<file path="src/rtl/div_clk_monitor.sv">
`default_nettype none
// ============================================================================
// Module   : div_clk_monitor
// Purpose  : Measures the period of an asynchronous divided clock (c0) in
//            inclk0 cycles. Reports lock on a stable period and a sticky
//            fault when c0 stops. Define DIV_MON_DUTY_EN to add a high-time
//            measurement and a duty check.
// Revision : 1.0 - initial release
// ============================================================================
module div_clk_monitor #(
    parameter int EXP_PERIOD    = 128,
    parameter int TOL           = 4,
    parameter int LOCK_CNT      = 4,
    parameter int FAULT_TIMEOUT = 1024
) (
    input  logic        inclk0,
    input  logic        reset_n,
    input  logic        c0,
    input  logic        enable,
    output logic        rise_tick,
    output logic [15:0] period_count,
    output logic        period_valid,
    output logic        locked,
    output logic        fault
`ifdef DIV_MON_DUTY_EN
    ,
    output logic [15:0] high_count
`endif
);

    typedef enum logic [1:0] {
        S_IDLE    = 2'd0,
        S_ARM     = 2'd1,
        S_MEASURE = 2'd2
    } state_t;

    localparam logic [15:0] c_timeout_last = 16'(FAULT_TIMEOUT - 1);
    localparam logic [3:0]  c_lock_cnt     = 4'(LOCK_CNT);
    localparam logic [17:0] c_exp          = 18'(EXP_PERIOD);
    localparam logic [17:0] c_tol          = 18'(TOL);

    state_t      r_state;
    logic        r_sync1;
    logic        r_sync2;
    logic        r_hist;
    logic [15:0] r_counter;
    logic [3:0]  r_good;

    logic        w_edge;
    logic [15:0] w_meas;
    logic [17:0] w_meas_ext;
    logic [17:0] w_pdev;
    logic        w_in_tol;
    logic [3:0]  w_good_inc;

    assign w_edge     = r_sync2 & ~r_hist;
    // Period includes the rise_tick cycle itself, hence counter + 1.
    assign w_meas     = (r_counter == 16'hFFFF) ? r_counter : r_counter + 16'd1;
    assign w_meas_ext = {2'b00, w_meas};
    assign w_pdev     = (w_meas_ext >= c_exp) ? (w_meas_ext - c_exp) : (c_exp - w_meas_ext);
    assign w_good_inc = (r_good == c_lock_cnt) ? r_good : r_good + 4'd1;

`ifdef DIV_MON_DUTY_EN
    localparam logic [17:0] c_tol2 = 18'(2 * TOL);

    logic [15:0] r_high_acc;
    logic [17:0] w_high2;
    logic [17:0] w_ddev;

    assign w_high2  = {1'b0, r_high_acc, 1'b0};
    assign w_ddev   = (w_high2 >= w_meas_ext) ? (w_high2 - w_meas_ext) : (w_meas_ext - w_high2);
    assign w_in_tol = (w_pdev <= c_tol) && (w_ddev <= c_tol2);

    // High-time accumulator is aligned to the rise_tick window: the rise_tick
    // cycle opens a new period and is itself a high cycle.
    always_ff @(posedge inclk0) begin
        if (!reset_n) begin
            r_high_acc <= 16'd0;
            high_count <= 16'd0;
        end else if (rise_tick) begin
            r_high_acc <= {15'd0, r_hist};
            if (enable && (r_state == S_MEASURE)) begin
                high_count <= r_high_acc;
            end
        end else if (r_hist && (r_high_acc != 16'hFFFF)) begin
            r_high_acc <= r_high_acc + 16'd1;
        end
    end
`else
    assign w_in_tol = (w_pdev <= c_tol);
`endif

    always_ff @(posedge inclk0) begin
        if (!reset_n) begin
            r_state      <= S_IDLE;
            r_sync1      <= 1'b0;
            r_sync2      <= 1'b0;
            r_hist       <= 1'b0;
            r_counter    <= 16'd0;
            r_good       <= 4'd0;
            rise_tick    <= 1'b0;
            period_count <= 16'd0;
            period_valid <= 1'b0;
            locked       <= 1'b0;
            fault        <= 1'b0;
        end else begin
            r_sync1      <= c0;
            r_sync2      <= r_sync1;
            r_hist       <= r_sync2;
            rise_tick    <= w_edge;
            period_valid <= 1'b0;
            if (!enable) begin
                r_state   <= S_IDLE;
                r_counter <= 16'd0;
                r_good    <= 4'd0;
                locked    <= 1'b0;
                fault     <= 1'b0;
            end else begin
                locked <= (r_good == c_lock_cnt);
                case (r_state)
                    S_IDLE: begin
                        r_state   <= S_ARM;
                        r_counter <= 16'd0;
                    end
                    S_ARM: begin
                        if (rise_tick) begin
                            r_state   <= S_MEASURE;
                            r_counter <= 16'd0;
                        end
                    end
                    S_MEASURE: begin
                        // A rise_tick coinciding with the timeout still counts as a period.
                        if (rise_tick) begin
                            r_counter    <= 16'd0;
                            period_count <= w_meas;
                            period_valid <= 1'b1;
                            r_good       <= w_in_tol ? w_good_inc : 4'd0;
                        end else if (r_counter == c_timeout_last) begin
                            r_state   <= S_ARM;
                            r_counter <= 16'd0;
                            r_good    <= 4'd0;
                            locked    <= 1'b0;
                            fault     <= 1'b1;
                        end else begin
                            r_counter <= w_meas;
                        end
                    end
                    default: r_state <= S_IDLE;
                endcase
            end
        end
    end

endmodule
`default_nettype wire

</file>
<file path="config.mk">
export PLATFORM = sky130hd
export DESIGN_NAME = div_clk_monitor
export DESIGN_NICKNAME = d
export VERILOG_FILES = /design/src/rtl/div_clk_monitor.sv
export SDC_FILE = /design/constraint.sdc
export NUM_CORES = 1
export LEC_CHECK = 0
export ABC_CLOCK_PERIOD_IN_PS = 10500
export BUFFER_PORTS_ARGS = -buffer_cell sky130_fd_sc_hd__buf_2
export CORE_UTILIZATION = 45
export CTS_CLUSTER_SIZE = 28
export DETAILED_ROUTE_END_ITERATION = 10
export PLACE_DENSITY = 0.74
export REMOVE_ABC_BUFFERS = 1
export SLEW_MARGIN = 40
export SYNTH_ARGS = -nofsm -noshare
export SYNTH_HDL_FRONTEND = slang
export SYNTH_SLANG_ARGS = --single-unit
</file>
<file path="constraint.sdc">
create_clock -name inclk0 -period 10.5 [get_ports inclk0]
set_input_delay 2.1 -clock inclk0 [delete_from_list [all_inputs] [get_ports inclk0]]
set_output_delay 2.1 -clock inclk0 [all_outputs]
set_load 0.005 [all_outputs]
</file>
==> impl_metrics.json, run 1 <==
{
  "setup_violations": 0,
  "clk_latency_ns": 0.30,
  "postRouteWirelength_mm": 6.15,
  "synth_area_um2": 2730,
  "end_kind": "flip-flop",
  "ys_ff_latch": 45,
  "slew_headroom_pct": 47.7,
  "drt-wirelength-per-cell_um": 14.8,
  "drc": 0,
  "slowest_stage": "mux2i_1",
  "cts_root_buf": "clkbuf_8",
  "tns_ns": 0,
  "use_met3_pct": 5.26,
  "drt-initial-drc-count": 173,
  "max_stage_delay_ns": 0.62,
  "dieArea_um2": 6380,
  "clock_skew_ns": 0.00942,
  "leakage_uw": 0.00111,
  "whs_ns": 0.385,
  "synth_edf_count": 0,
  "grt-ovfl-total": 0,
  "rsz0062_at_grt": "no",
  "grt_pass1_vias": 2161,
  "criticalPathCategory": "reg -> reg",
  "required_ns": 10.71,
  "finalWorstSetupSlack_ns": 5.96,
  "holdBufCountCts": 0,
  "gp_congestion": 0.988,
  "fin_crit_sh_pct": 43.2,
  "hp-class": "reg -> reg",
  "ys.warnings.count": 0,
  "endpoint": "r_good[0]",
  "h-tree-depth": 2,
  "worst_slew_pin_slew_ns": 0.782,
  "ys_types": 65,
  "synthArstFlopShare_pct": 0,
  "dp_hpwl_mm": 4.50,
  "die_x_um": 79.9,
  "final_nets": 350,
  "diodes": 0,
  "layout_common_cells": "nor2_1 (45), dfxtp_1 (45), nand2_1 (32)",
  "regToRegStartpoint": "r_counter[0]",
  "grt_usage_pct": 20.5,
  "crit_cells": 12,
  "crit_top_cell": "ha_1",
  "cap_violations": 0,
  "syn_to_final_growth_pct": 6.23,
  "ys_seq_area_share_pct": 33.0,
  "rrSetupSlack_ns": 5.96,
  "grt_use_met2_pct": 34.7,
  "finalHoldViolations": 0,
  "syn_area_per_cell_um2": 8.17,
  "ant_nets": 0,
  "antenna_found_initial": 0,
  "cp_cell_sequence": "ha_1, nand3_2, nor3_1, mux2i_1, ha_1, nand3_1, or3_1, and3_1, or4_4, nor4_4, nand2_2, o31ai_1",
  "dr.pass1.iters": 4,
  "syn_inst": 334,
  "reg2regPathDepth": 12,
  "grt_max_degree": 23,
  "cts_tree": "yes",
  "fp-row-count": 28,
  "startpoint": "r_counter[0]",
  "outcome": "finished clean",
  "core_area_um2": 5890,
  "synth_flop_cell": "dfxtp_1",
  "path_clk_slew_ns": 0.08,
  "ir_worst_vdd_mv": 0.0770,
  "grt-busiest-layer": "met2",
  "cp_num_buf_inv": 0,
  "timing.rr.end": "r_good[0]",
  "grt_pass1_wl_mm": 10.3,
  "p_per_area_nw_per_um2": 105,
  "crit_family": "simple AND/OR/NAND/NOR gates",
  "cts-buffers-inserted": 5,
  "grt.met1_usage_pct": 25.3,
  "start_util_pct": 46.4,
  "maxSlewViolCount": 0,
  "via_count": 2397,
  "place_ws_ns": 5.98,
  "arrival_ns": 4.75,
  "critPathMaxFanout": 11,
  "cts_buffer_depth": 2,
  "port_buffers": 23,
  "crit_path_start_kind": "flip-flop",
  "period_needed_ns": 4.54,
  "post_cts_buffers": 0,
  "clock_sinks": 45,
  "max_freq_mhz": 220,
  "io_pins": 24,
  "die_h_um": 79.9,
  "cts_resized": 0,
  "fillers": 585,
  "drive_gt1_share_pct": 16.5,
  "via_per_inst": 5.78
}
==> worst register-to-register path: cells and delay by family, from the launching register on <==
kind	cells	cell delay, ns
and+or+nand+nor	8	2.45
DFF	1	0.52
AOI/OAI and AO/OA	1	0.25
adders and majority gates	2	0.63
muxes	1	0.62
==> power by group <==
| part | internal, uW | switching (uW) |
|---|---|---|
| sequential | 171 | 0.569 |
| combinational | 1.96 | 4.51 |
| clock | 69.2 | 57.7 |
==> per-stage QoR <==
| stage | power (uW) | instance area (um2) | instances | util, % |
|---|---|---|---|---|
| after floorplan | 179 | 2580 | 309 | - |
| after global placement | 182 | 2800 | 408 | 47.5 |
| after detailed placement | 182 | 2800 | 408 | 47.5 |
| after CTS | 307 | 2900 | 415 | 49.3 |
| after global routing | 313 | 2900 | 415 | 49.3 |
| final | 305 | 2900 | 415 | 49.3 |
==> final cells by class <==
type / count / area [um2] / area share [%]
flip-flops and latches: 45 / 901 / 31.1
clock buffers: 5 / 68.8 / 2.37
inverters: 9 / 33.8 / 1.16
well taps: 75 / 93.8 / 3.24
repair buffers: 24 / 123 / 4.23
clock inverters: 2 / 35.0 / 1.21
multi-input cells: 255 / 1650 / 56.7
==> registers in the layout (all words and copies together), names as in the netlist, 2 cells and up <==
signal        cells
period_count     16
r_good            4
r_counter        16
r_state           2
==> how the worst min path moves through the flow <==
stage	end	cells past startpoint	slack, ns	startpoint
after global placement	rise_tick	1	0.37	r_hist
after CTS	rise_tick	1	0.39	r_hist
after global routing	rise_tick	1	0.39	r_hist
after floorplan	rise_tick	1	0.37	r_hist
after detailed placement	rise_tick	1	0.38	r_hist
final	rise_tick	1	0.39	r_hist
==> kinds of logic (layout without fill, tap and decap cells) <==
logic type	Yosys count	after routing	share of synthesized area [%]
AOI/OAI and AO/OA	73	73	19.2
and+or+nand+nor	159	159	32.4
xor gates and xnor gates	9	9	2.89
buffers and inverters	34	40	6.74
adders and majority gates	6	6	2.75
muxes	8	8	3.07
DFF	45	45	33.0
==> synth_stat cells, drive strengths merged (3+ instances only) <==
cell | count | area (um2)
o31ai | 3 | 36.3
a21oi | 11 | 58.8
xnor2 | 6 | 52.6
nand4 | 8 | 71.3
ha | 6 | 75.1
or3 | 3 | 18.8
nand3 | 12 | 65.1
dfxtp | 45 | 901
nor2 | 45 | 169
o21ai | 19 | 95.1
buf | 10 | 81.3
and2 | 15 | 93.8
nor4 | 8 | 86.3
mux2i | 5 | 50.1
nor3 | 12 | 65.1
and3 | 6 | 40.0
a32oi | 4 | 35.0
a21boi | 4 | 30.0
inv | 9 | 33.8
a21o | 4 | 30.0
and4 | 3 | 28.8
clkbuf | 15 | 68.8
or4 | 3 | 26.3
xor2 | 3 | 26.3
mux2 | 3 | 33.8
a22oi | 9 | 72.6
nand2 | 35 | 139
o211a | 3 | 30.0
==> layer usage <==
layer / vias to the layer above / share of wire, %
met2: 67 / 47
li1: 1208 / -
met5: - / 0
met4: 0 / 1.8
met3: 13 / 4.7
met1: 1109 / 46
Note: power is estimated with default switching activity, not from simulation.
==> run 2, diff against run 1 <==
--- a/config.mk
+++ b/config.mk
@@ -5,12 +5,13 @@
 export SDC_FILE = /design/constraint.sdc
 export NUM_CORES = 1
 export LEC_CHECK = 0
-export ABC_CLOCK_PERIOD_IN_PS = 10500
+export ABC_AREA = 1
+export ABC_CLOCK_PERIOD_IN_PS = 3900
 export BUFFER_PORTS_ARGS = -buffer_cell sky130_fd_sc_hd__buf_2
 export CORE_UTILIZATION = 45
 export CTS_CLUSTER_SIZE = 28
 export DETAILED_ROUTE_END_ITERATION = 10
-export PLACE_DENSITY = 0.74
+export PLACE_DENSITY = 0.76
 export REMOVE_ABC_BUFFERS = 1
 export SLEW_MARGIN = 40
 export SYNTH_ARGS = -nofsm -noshare
==> constraint.sdc (replaced) <==
create_clock -name inclk0 -period 3.9 [get_ports inclk0]
set_input_delay 0.78 -clock inclk0 [delete_from_list [all_inputs] [get_ports inclk0]]
set_output_delay 0.78 -clock inclk0 [all_outputs]
set_load 0.005 [all_outputs]
==> impl_metrics.json, run 2 <==
{
  "outcome": "finished clean",
  "crit_path_start_kind": "flip-flop",
  "fillers": 681,
  "holdBufCountCts": 0,
  "ys_seq_area_share_pct": 29.1,
  "required_ns": 4.11,
  "crit_family": "simple AND/OR/NAND/NOR gates",
  "hp-class": "reg -> reg",
  "core_area_um2": 6490,
  "yosysTopAreaCell": "dfxtp_1",
  "clk_latency_ns": 0.31,
  "syn_inst": 498,
  "port_buffers": 23,
  "cts_buffer_depth": 2,
  "dr.pass1.iters": 5,
  "slowest_stage": "dfxtp_1",
  "finalHoldViolations": 0,
  "crit_top_cell": "nand2_1",
  "gp_congestion": 0.998,
  "synthTopCellsByCount": "nand2_1 (146), inv_1 (66), nor2_1 (59)",
  "power.switching_uw": 195,
  "rsz0062_at_grt": "no",
  "ys_types": 31,
  "syn_to_final_growth_pct": 9.73,
  "hold_start": "r_hist",
  "power_frac_clock_pct": 39.5,
  "h-tree-depth": 2,
  "setup_violations": 0,
  "final_nets": 532,
  "cts-buffers-inserted": 5,
  "clock_sinks": 45,
  "end_kind": "flip-flop",
  "drc": 0,
  "arrival_ns": 3.74,
  "ant_nets": 0,
  "reg.largest.list": "period_count (16), r_counter (16), r_good (4)",
  "drt-wirelength-per-cell_um": 13.4,
  "synth_flop_cell": "dfxtp_1",
  "synthTopCellsByArea": "dfxtp_1 (29%), nand2_1 (18%), inv_1 (8.0%)",
  "period_needed_ns": 3.53,
  "p_int_uw": 615,
  "reg2regPathDepth": 22,
  "leakage_uw": 0.00171,
  "p_comb_share_pct": 3.2,
  "syn_area_per_cell_um2": 6.22,
  "path_clk_slew_ns": 0.10,
  "io_pins": 24,
  "dp_hpwl_mm": 6.35,
  "clock_skew_ns": 0.0151,
  "slew_headroom_pct": 51.4,
  "die_h_um": 85.0,
  "via_count": 3203,
  "ir_worst_vdd_mv": 0.169,
  "postRouteWirelength_mm": 8.06,
  "synth_edf_count": 0,
  "grt_pass1_vias": 2911,
  "utilization_pct": 52.4,
  "synthArstFlopShare_pct": 0,
  "dieArea_um2": 7220,
  "max_freq_mhz": 283,
  "yosysTopAreaCellShare_pct": 29.1,
  "drt-initial-drc-count": 199,
  "placed_area_um2": 3300,
  "cp_cell_sequence": "ha_1, nand2_2, nor2_4, nand2_4, inv_2, nand2_4, nand2_8, inv_1, ha_1, nand4_1, nor3_4, nand2_2, nand2_1, nand3_1, nor2_1, nand3_2, nor2_4, nand3_4, nand2_1, nand2_1, nand2_1, nor2_1",
  "ys_ff_latch": 45,
  "die_x_um": 85.0,
  "switching_share_pct": 24.1,
  "regToRegStartpoint": "r_counter[0]",
  "grt_pass1_wl_mm": 13.6,
  "yosysMostFrequentCell": "nand2_1",
  "worst_slew_pin_slew_ns": 0.722,
  "crit_cells": 22,
  "cts_root_buf": "clkbuf_8",
  "tns_ns": 0,
  "grt_max_degree": 30,
  "hold_depth": 1,
  "grt_usage_pct": 23.7,
  "critPathMaxFanout": 16,
  "fin_area_um2": 3400,
  "criticalPathCategory": "reg -> reg",
  "cp_num_buf_inv": 2,
  "pwr-share-seq_pct": 57.3,
  "layout_common_cells": "nand2_1 (146), inv_1 (66), nor2_1 (59)",
  "via_per_inst": 5.34,
  "cap_violations": 0,
  "antenna_found_initial": 0,
  "ys.warnings.count": 0,
  "grt-ovfl-total": 0,
  "startpoint": "r_counter[0]",
  "fin_crit_sh_pct": 90.6,
  "p_per_area_nw_per_um2": 238,
  "start_util_pct": 47.7,
  "diodes": 0,
  "max_stage_delay_ns": 0.39,
  "final_common_cell": "nand2_1",
  "maxSlewViolCount": 0,
  "fp-row-count": 29,
  "cts_tree": "yes",
  "drive_gt1_share_pct": 14.7,
  "synth_area_um2": 3100
}
==> run 2: logic make-up (layout without fill, tap and decap cells) <==
group           Yosys count  count (layout)  share of synthesized area (%)
simple gates            302             302                           46.0
buf+inv                  80             105                           9.93
compound gates           57              57                           10.3
flops                    45              45                           29.1
xor+xnor                  8               8                           2.26
fa+ha+maj                 6               6                           2.42
==> run 2: timing repair <==
item / CTS / global route
resized for setup: 0 / 1
setup endpoints to repair: 0 / 1
buffers inserted: 0 / 0
==> run 2: final cells by class <==
class | count | area (um2) | share of cell area (%)
clock buffers | 6 | 82.6 | 2.43
clock inverters | 2 | 16.3 | 0.478
inverters | 70 | 263 | 7.73
multi-input cells | 373 | 1900 | 55.8
flip-flops and latches | 45 | 901 | 26.5
well taps | 77 | 96.3 | 2.83
repair buffers | 27 | 145 | 4.27
==> run 2: path summary, 6_finish.rpt <==
kind	end	slack [ns]
worst min register to register	rise_tick	0.39
worst min-delay path	rise_tick	0.39
worst max register to register	r_good[3]	0.37
worst max-delay path	r_good[3]	0.37
==> run 2: stage by stage <==
stage               total power (uW)  worst slack, ns  hold WS (ns)  instances
floorplan                        489             1.03         0.368        488
global placement                 501            0.489         0.375        592
detailed placement               501            0.439         0.387        592
CTS                              817            0.403         0.401        600
global route                     845           0.0350         0.424        600
finish                           810            0.368         0.391        600
==> run 2: layer usage <==
metal  part of all wire, %  global-route usage, %
met2                    45                   39.4
met1                    47                   30.8
met5                     0                      0
met4                   2.9                   9.24
met3                   4.9                   3.89
==> run 2: power by group through the flow <==
stage,sequential [uW],clock [uW],combinational (uW)
floorplan,474,0,14.6
global placement,475,0,25.9
detailed placement,475,0,25.9
CTS,464,327,25.9
global route,465,351,29.2
finish,464,320,25.9
==> run 3, diff against run 2 <==
--- a/config.mk
+++ b/config.mk
@@ -7,11 +7,12 @@
 export LEC_CHECK = 0
 export ABC_AREA = 1
 export ABC_CLOCK_PERIOD_IN_PS = 3900
-export BUFFER_PORTS_ARGS = -buffer_cell sky130_fd_sc_hd__buf_2
 export CORE_UTILIZATION = 45
 export CTS_CLUSTER_SIZE = 28
 export DETAILED_ROUTE_END_ITERATION = 10
-export PLACE_DENSITY = 0.76
+export DONT_BUFFER_PORTS = 1
+export PLACE_DENSITY = 0.73
+export RECOVER_POWER = 25
 export REMOVE_ABC_BUFFERS = 1
 export SLEW_MARGIN = 40
 export SYNTH_ARGS = -nofsm -noshare
==> impl_metrics.json, run 3 (synthesis results as in run 2) <==
{
  "cp_num_buf_inv": 2,
  "crit_path_start_kind": "flip-flop",
  "crit_family": "simple AND/OR/NAND/NOR gates",
  "cp_cell_sequence": "ha_1, nand2_2, nor2_4, nand2_4, nand2_1, nand2_1, inv_1, nand2_1, inv_1, ha_1, nand4_1, nor3_4, nand2_2, nand2_1, nand3_1, nor2_1, nand3_2, nor2_4, nand3_4, nand2_1, nand2_1, nand2_1, nor2_1",
  "ant_nets": 0,
  "max_freq_mhz": 282,
  "drive_gt1_share_pct": 10.6,
  "required_ns": 4.11,
  "dieArea_um2": 7220,
  "outcome": "finished clean",
  "dp_hpwl_mm": 6.03,
  "layout_common_cells": "nand2_1 (146), inv_1 (66), nor2_1 (59)",
  "clock_sinks": 45,
  "cts_buffer_depth": 2,
  "clock_skew_ns": 0.00818,
  "p_per_area_nw_per_um2": 262,
  "postRouteWirelength_mm": 7.82,
  "dr.pass1.iters": 7,
  "slowest_stage": "dfxtp_1",
  "grt-ovfl-total": 0,
  "reg2regPathDepth": 23,
  "hold_depth": 1,
  "whs_ns": 0.386,
  "cts_root_buf": "clkbuf_8",
  "via_count": 3105,
  "tns_ns": 0,
  "period_needed_ns": 3.54,
  "slew_headroom_pct": 49.9,
  "leakage_uw": 0.00159,
  "setup_violations": 0,
  "drt-initial-drc-count": 222,
  "worst_slew_pin_slew_ns": 0.751,
  "drc": 0,
  "drt-wirelength-per-cell_um": 13.6,
  "grt_usage_pct": 22.7,
  "placed_area_um2": 3170,
  "grt_pass1_wl_mm": 13.1,
  "maxSlewViolCount": 0,
  "crit_top_cell": "nand2_1",
  "cap_violations": 0,
  "fin_crit_sh_pct": 90.9,
  "die_h_um": 85.0,
  "reg.largest.list": "period_count (16), r_counter (16), r_good (4)",
  "cts-buffers-inserted": 5,
  "io_pins": 24,
  "fin_area_um2": 3300,
  "rsz0062_at_grt": "no",
  "arrival_ns": 3.76,
  "die_x_um": 85.0,
  "fp-row-count": 29,
  "antenna_found_initial": 0,
  "final_nets": 508,
  "diodes": 0,
  "path_clk_slew_ns": 0.09,
  "hp-class": "reg -> reg",
  "start_util_pct": 47.7,
  "core_area_um2": 6490,
  "gp_congestion": 1.03,
  "clk_latency_ns": 0.31,
  "cts_tree": "yes",
  "end_kind": "flip-flop",
  "grt_pass1_vias": 2780,
  "final_common_cell": "nand2_1",
  "criticalPathCategory": "reg -> reg",
  "critPathMaxFanout": 7,
  "port_buffers": 0,
  "max_stage_delay_ns": 0.47,
  "via_per_inst": 5.39,
  "ir_worst_vdd_mv": 0.216,
  "grt_max_degree": 30,
  "finalHoldViolations": 0,
  "syn_to_final_growth_pct": 6.46,
  "crit_cells": 23,
  "h-tree-depth": 2
}
==> run 3: cell types whose count changed in the layout (fill, tap and decap cells not counted), sizes merged <==
cell    before  now
inv         71   70
buf         27    3
bufinv       0    1
==> run 3: what timing repair did <==
| action | in CTS | in global routing |
|---|---|---|
| resized for setup | 0 | 1 |
| setup buffers | 0 | 0 |
| hold buffers | 0 | 0 |
| endpoints found under the setup margin | 0 | 2 |
==> run 3: area by class of cell <==
type                    count  area [um2]
clock buffers               6        82.6
clock inverters             2        37.5
fillers                   657        3200
inverters                  70         263
multi-input cells         373        1900
flip-flops and latches     45         901
well taps                  77        96.3
repair buffers              3        22.5
==> run 3: where the power goes <==
group          switching, uW  internal [uW]  leakage [uW]  total [uW]
registers               2.31            462      0.000363         464
clock network            170            208     0.0000574         378
logic                   16.0           6.32       0.00117        22.3
==> run 3: worst paths after layout <==
check	start	to	slack, ns
hold / removal	r_hist	rise_tick	0.39
hold reg to reg	r_hist	rise_tick	0.39
setup reg to reg	r_counter[0]	r_good[3]	0.36
setup / recovery	r_counter[0]	r_good[3]	0.36
==> run 3: stage by stage <==
stage                     power (uW)  worst slack, ns  util [%]  cells
final                            865            0.356      50.8    576
after global routing             894           0.0301      50.8    576
after CTS                        870            0.414      50.7    576
after detailed placement         497            0.432      48.9    568
after global placement           497            0.550      48.9    568
after floorplan                  489             1.03         -    488
==> run 3: layer usage <==
| layer | vias to the layer above | GRT usage [%] | share of wire (%) |
|---|---|---|---|
| li1 | 1588 | - | - |
| met1 | 1362 | 29.7 | 45 |
| met2 | 126 | 35.9 | 44 |
| met3 | 29 | 4.86 | 7.3 |
| met4 | 0 | 10.2 | 3.6 |
| met5 | - | 0 | 0 |
